**src/rtl/led_matrix_column_scanner_pkg.sv**
```systemverilog
// led_matrix_column_scanner_pkg: matrix geometry, FSM encodings and column select helper
package led_matrix_column_scanner_pkg;

    localparam int NUM_COLS  = 5;
    localparam int NUM_ROWS  = 7;
    localparam int COL_IDX_W = 3;
    localparam int FRAME_W   = NUM_COLS * NUM_ROWS;

    localparam logic [1:0] ST_OFF   = 2'd0;
    localparam logic [1:0] ST_BLANK = 2'd1;
    localparam logic [1:0] ST_DRIVE = 2'd2;

    function automatic logic [NUM_COLS-1:0] col_onehot(input logic [COL_IDX_W-1:0] c);
        return NUM_COLS'(1) << c;
    endfunction

endpackage

```
**src/rtl/led_matrix_column_scanner_scan_slot_counter.sv**
```systemverilog
// scan_slot_counter: modulo-CLK_DIV slot counter with sync clear and blank/slot end strobes
module scan_slot_counter #(
    parameter int CLK_DIV      = 50000,
    parameter int BLANK_CYCLES = 16,
    localparam int CNT_W       = $clog2(CLK_DIV)
) (
    input  logic clk,
    input  logic rst_n,
    input  logic clr_i,
    output logic blank_done_o,
    output logic slot_done_o
);

    logic [CNT_W-1:0] cnt_q, cnt_d;

    assign blank_done_o = cnt_q == CNT_W'(BLANK_CYCLES - 1);
    assign slot_done_o  = cnt_q == CNT_W'(CLK_DIV - 1);

    always_comb cnt_d = (clr_i || slot_done_o) ? '0 : cnt_q + 1'b1;

    always_ff @(posedge clk)
        cnt_q <= !rst_n ? '0 : cnt_d;

endmodule

```
**src/rtl/led_matrix_column_scanner.sv**
```systemverilog
// led_matrix_column_scanner: blank/drive column multiplexer for the 5x7 status matrix
// with a frame buffer captured once per frame so mid-frame updates never tear.
module led_matrix_column_scanner
    import led_matrix_column_scanner_pkg::*;
#(
    parameter int CLK_DIV      = 50000,
    parameter int BLANK_CYCLES = 16,
    parameter bit ROW_ACT_LOW  = 1'b1,
    parameter bit COL_ACT_LOW  = 1'b1
) (
    input  logic                 clk,
    input  logic                 rst_n,
    input  logic                 enable,
    input  logic [FRAME_W-1:0]   frame_in,
    output logic [NUM_COLS-1:0]  cols_out,
    output logic [NUM_ROWS-1:0]  rows_out,
    output logic [COL_IDX_W-1:0] col_index,
    output logic                 frame_start
);

    if (BLANK_CYCLES < 1 || BLANK_CYCLES >= CLK_DIV) begin : g_bad_params
        $error("led_matrix_column_scanner: BLANK_CYCLES must satisfy 1 <= BLANK_CYCLES < CLK_DIV");
    end

    localparam logic [NUM_COLS-1:0] COLS_IDLE = {NUM_COLS{COL_ACT_LOW}};
    localparam logic [NUM_ROWS-1:0] ROWS_IDLE = {NUM_ROWS{ROW_ACT_LOW}};

    logic [1:0]           state_q, state_d;
    logic [COL_IDX_W-1:0] col_q, col_d;
    logic [FRAME_W-1:0]   buf_q, buf_d;
    logic [NUM_COLS-1:0]  cols_d;
    logic [NUM_ROWS-1:0]  rows_d;
    logic                 blank_done, slot_done, slot_end, wrap, capture, drive;

    scan_slot_counter #(
        .CLK_DIV      (CLK_DIV),
        .BLANK_CYCLES (BLANK_CYCLES)
    ) u_slot (
        .clk          (clk),
        .rst_n        (rst_n),
        .clr_i        (!enable || state_q == ST_OFF),
        .blank_done_o (blank_done),
        .slot_done_o  (slot_done)
    );

    always_comb begin
        slot_end = state_q == ST_DRIVE && slot_done;
        wrap     = slot_end && col_q == COL_IDX_W'(NUM_COLS - 1);
        capture  = enable && (state_q == ST_OFF || wrap);
        state_d  = !enable               ? ST_OFF   :
                   state_q == ST_OFF     ? ST_BLANK :
                   state_q == ST_BLANK   ? (blank_done ? ST_DRIVE : ST_BLANK) :
                                           (slot_done  ? ST_BLANK : ST_DRIVE);
        col_d    = (!enable || state_q == ST_OFF || wrap) ? '0 :
                   slot_end ? col_q + 1'b1 : col_q;
        buf_d    = capture ? frame_in : buf_q;
        drive    = state_d == ST_DRIVE;
        // Outputs are registered from next-state values so they change on the FSM edge.
        cols_d   = (drive ? col_onehot(col_d) : '0) ^ COLS_IDLE;
        rows_d   = (drive ? buf_d[NUM_ROWS*col_d +: NUM_ROWS] : '0) ^ ROWS_IDLE;
    end

    always_ff @(posedge clk) begin
        if (!rst_n) begin
            state_q     <= ST_OFF;
            col_q       <= '0;
            buf_q       <= '0;
            cols_out    <= COLS_IDLE;
            rows_out    <= ROWS_IDLE;
            frame_start <= 1'b0;
        end else begin
            state_q     <= state_d;
            col_q       <= col_d;
            buf_q       <= buf_d;
            cols_out    <= cols_d;
            rows_out    <= rows_d;
            frame_start <= capture;
        end
    end

    assign col_index = col_q;

endmodule

```
**config.mk**
```make
export PLATFORM = sky130hd
export DESIGN_NAME = led_matrix_column_scanner
export DESIGN_NICKNAME = d
export VERILOG_FILES = /design/src/rtl/led_matrix_column_scanner_pkg.sv /design/src/rtl/led_matrix_column_scanner_scan_slot_counter.sv /design/src/rtl/led_matrix_column_scanner.sv
export SDC_FILE = /design/constraint.sdc
export NUM_CORES = 1
export LEC_CHECK = 0
export CORE_AREA = 8 8 84 86
export DETAILED_ROUTE_END_ITERATION = 10
export DIE_AREA = 0 0 92 94
export DONT_BUFFER_PORTS = 1
export PLACE_DENSITY = 0.68
export SYNTH_ARGS = -nofsm -noshare
export SYNTH_HDL_FRONTEND = slang
export SYNTH_HIERARCHICAL = 1
export SYNTH_SLANG_ARGS = --single-unit
export TNS_END_PERCENT = 10
```
**constraint.sdc**
```tcl
create_clock -name clk -period 6.1 [get_ports clk]
set_input_delay 0.61 -clock clk [delete_from_list [all_inputs] [get_ports clk]]
set_output_delay 0.61 -clock clk [all_outputs]
set_load 0.005 [all_outputs]
```
==> impl_results.md <==
- Run status: completed
- Via/cell ratio: 5.55
- Vertical extent of the die: 94 um
- Number of maximum-capacitance constraint violations: 0
- Top fanout value on the critical path: 35
- Die ar.: 8650 um2
- Post-synthesis sequential area ratio: 45.7%
- Routed Wire Length: 6740 um
- Post-cts gate resize count: 0
- GP Congestion: 0.779
- Core Rows: 28
- Average footprint of a synthesized cell: 8.79 um2
- Net count reported at finish: 381
- Worst path arrival time: 3.80 ns
- Number of hold buffers added after CTS: 0
- Clock insertion delay at the later pin of the skew report: 0.34 ns
- Total GRT Usage: 15.8%
- Most area-consuming cells after synthesis: sky130_fd_sc_hd__dfxtp_1 46%, sky130_fd_sc_hd__nand2_1 7.5%, sky130_fd_sc_hd__mux2i_1 5.3%
- Mapped cell area: 3020 um2
- TritonCTS buffer count: 9
- R2r endpoint: rows_out[4]
- Area of the core region: 5750 um2
- Number of optimization iterations in the first detailed-route pass: 4
- Flip-flop cell with the highest count after synthesis: sky130_fd_sc_hd__dfxtp_1
- Leakage component of the power: 0.00113 uW
- Count of flip-flops with a built-in enable after synthesis: 0
- Achievable frequency: 0.283 GHz
- Beginning of the worst register-to-register path: u_slot/cnt_q[0]
- Core occupancy in the finished layout: 56.8%
- Setup_tns: 0 ns
- Total congestion overflow: 0
- Startpoint-to-endpoint class of the critical path: flop to flop
- Library cell with the largest summed area after synthesis: sky130_fd_sc_hd__dfxtp_1
- Area delta synth->final: 8.03%
- Leading cell types in the layout, fill and taps excluded: 69 x sky130_fd_sc_hd__dfxtp_1, 60 x sky130_fd_sc_hd__nand2_1, 28 x sky130_fd_sc_hd__nor2_1
- CTS clock-pin slew for the worst setup and hold paths: 0.07 ns
- Total power divided by cell area: 282 nW/um2
- Remaining design rule violation count: 0
- Category of the worst setup path capture point: flop
- Wire length of the first global-routing pass: 10800 um
- Capture point of the worst path: rows_out[4]
- Number of filler cells placed in the layout: 554
- Count of mapped cells out of synthesis: 344
- Fin. Hold Viols: 0
- Kind of start point of the critical path: flop
- Detail Placement HPWL: 4760 um
- Required time worst endpoint: 6.36 ns
- Slew at the pin closest to its max-slew limit: 1.10 ns
- Number of global-route vias before repair: 2127
- Share of the synthesized area in the top cell type: 45.7%
- Minimum setup slack among reg-to-reg paths: 2.56 ns
- Die width: 92 um
- Yosys Warn Count: 6
- Post-synth ARST share: 0%
- R2R cell count: 9
- Final worst-path setup slack: 2.56 ns
- CTS sink cnt: 69
- Share of the clock period used by the worst path: 58.0%
- CTS tree: built
- Pin count of the biggest net entering global routing: 39
- Number of synthesized register bits: 69
- Count of port buffers added during placement: 0
- Maximum vdd ir drop: 132 uV
- Slew Viols, Final: 0
- Clock H-tree levels: 3
- Iteration-0 DRC count of the detailed router: 186
- Average detailed-routed wire length per instance: 16.0 um
- Post-Syn Nets: 385
- Diodes inserted: 0
- DRT antenna net count: 0
- Pre-CTS setup slack: 2.52 ns
- Share of final-layout standard cells stronger than drive strength 1: 7.25%
- RSZ-0062 raised after global routing: false
- Setup violations, final: 0
- Clk buf depth: 2
- Clock Skew: 0.0127 ns
- Initial Utilization: 52.6%
- Relative slew slack: 26.4%
- Source of the critical timing path: u_slot/cnt_q[0]
- Class of the tightest hold or removal check: primary input to flop
- Number of placed I/O pins: 54
- Unique masters post-synth: 47
- Routed via count: 2333
- Cell at the root of the clock tree: sky130_fd_sc_hd__clkbuf_8
- Setup Buffers After CTS: 0
- Most frequent standard cell in the layout excluding fill and tap cells: sky130_fd_sc_hd__dfxtp_1
- Number of antenna violations at the first check in global routing: 0
- Final period demand of the worst path: 3.54 ns
## how the worst min path moves through the flow
stage            startpoint        end  slack, ns  depth (start not counted)
3_5_place_dp      buf_q[19]  buf_q[19]       0.45                          2
5_1_grt        frame_in[20]  buf_q[20]       0.39                          2
3_3_place_gp       buf_q[7]   buf_q[7]       0.45                          2
6_report       frame_in[20]  buf_q[20]       0.40                          2
4_1_cts               rst_n  buf_q[32]       0.39                          1
2_1_floorplan     buf_q[19]  buf_q[19]       0.44                          2
## cell families (layout without fill, tap and decap cells)
logic type	Yosys count	after routing	share of synthesized area [%]
simple gates	148	148	23.8
xor+xnor	12	12	3.48
flops	69	69	45.7
buf+inv	24	25	3.64
compound gates	70	70	16.1
fa+ha+maj	3	3	1.24
mux	18	18	6.04
## sequential cells by signal (all words and copies together) (netlist names)
signal and flops:
frame_start 1, rows_out 7, buf_q 35, col_index 3, state_q 2, u_slot/cnt_q 16
cols_out 5
## worst max-delay path, cell delays in order, from the launching register on
cell and delay, ns:
sky130_fd_sc_hd__dfxtp_1 0.39, sky130_fd_sc_hd__ha_1 0.25, sky130_fd_sc_hd__nand3_2 0.16, sky130_fd_sc_hd__nand3b_1 0.28
sky130_fd_sc_hd__nor3_1 0.60, sky130_fd_sc_hd__nand3_1 0.27, sky130_fd_sc_hd__a21oi_4 0.92, sky130_fd_sc_hd__mux2i_1 0.33
sky130_fd_sc_hd__nand2_1 0.08, sky130_fd_sc_hd__a31oi_1 0.18
## power breakdown
group,switching [uW],internal (uW),leakage (uW)
Combinational,20.8,17.1,0.000457
Clock,171,241,0.000112
Sequential,7.53,464,0.000563
Total,199,722,0.00113
## metrics by stage
stage | hold slack (ns) | cells | area [um2] | total power [uW]
2_1_floorplan | 0.435 | 344 | 3020 | 516
3_3_place_gp | 0.449 | 404 | 3040 | 519
3_5_place_dp | 0.449 | 404 | 3040 | 521
4_1_cts | 0.391 | 420 | 3270 | 929
5_1_grt | 0.386 | 420 | 3270 | 961
6_report | 0.404 | 420 | 3270 | 921
## area by class of cell
type	instances	area, um2	area share [%]
multi-input cells	251	1530	46.9
flip-flops and latches	69	1380	42.3
well taps	75	93.8	2.87
clock buffers	10	138	4.21
inverters	9	35.0	1.07
clock inverters	6	86.3	2.64
## cells in the mapped netlist, types with 2 or more instances
cell type	n
sky130_fd_sc_hd__a21boi_0	18
sky130_fd_sc_hd__a21boi_1	3
sky130_fd_sc_hd__a21oi_1	15
sky130_fd_sc_hd__a31oi_1	4
sky130_fd_sc_hd__and3b_1	2
sky130_fd_sc_hd__buf_2	2
sky130_fd_sc_hd__buf_4	4
sky130_fd_sc_hd__clkbuf_1	8
sky130_fd_sc_hd__dfxtp_1	69
sky130_fd_sc_hd__ha_1	3
sky130_fd_sc_hd__inv_1	8
sky130_fd_sc_hd__mux2_2	2
sky130_fd_sc_hd__mux2i_1	16
sky130_fd_sc_hd__nand2_1	60
sky130_fd_sc_hd__nand3_1	8
sky130_fd_sc_hd__nand3b_1	2
sky130_fd_sc_hd__nand4_1	3
sky130_fd_sc_hd__nand4b_1	2
sky130_fd_sc_hd__nor2_1	28
sky130_fd_sc_hd__nor2b_1	20
sky130_fd_sc_hd__nor3_1	8
sky130_fd_sc_hd__nor4_1	2
sky130_fd_sc_hd__o21ai_0	11
sky130_fd_sc_hd__o221ai_1	6
sky130_fd_sc_hd__o22ai_1	4
sky130_fd_sc_hd__or3_1	4
sky130_fd_sc_hd__or4b_1	2
sky130_fd_sc_hd__xnor2_1	9
sky130_fd_sc_hd__xor2_1	3
## routing by layer
layer	vias up	global-route usage (%)	share of wire, %
met3	10	5.52	7.6
met1	1067	20.1	48
met5	-	0	0
met4	0	8.19	1.4
li1	1188	-	-
met2	68	22.9	43
(Power assumes the default switching activity.)
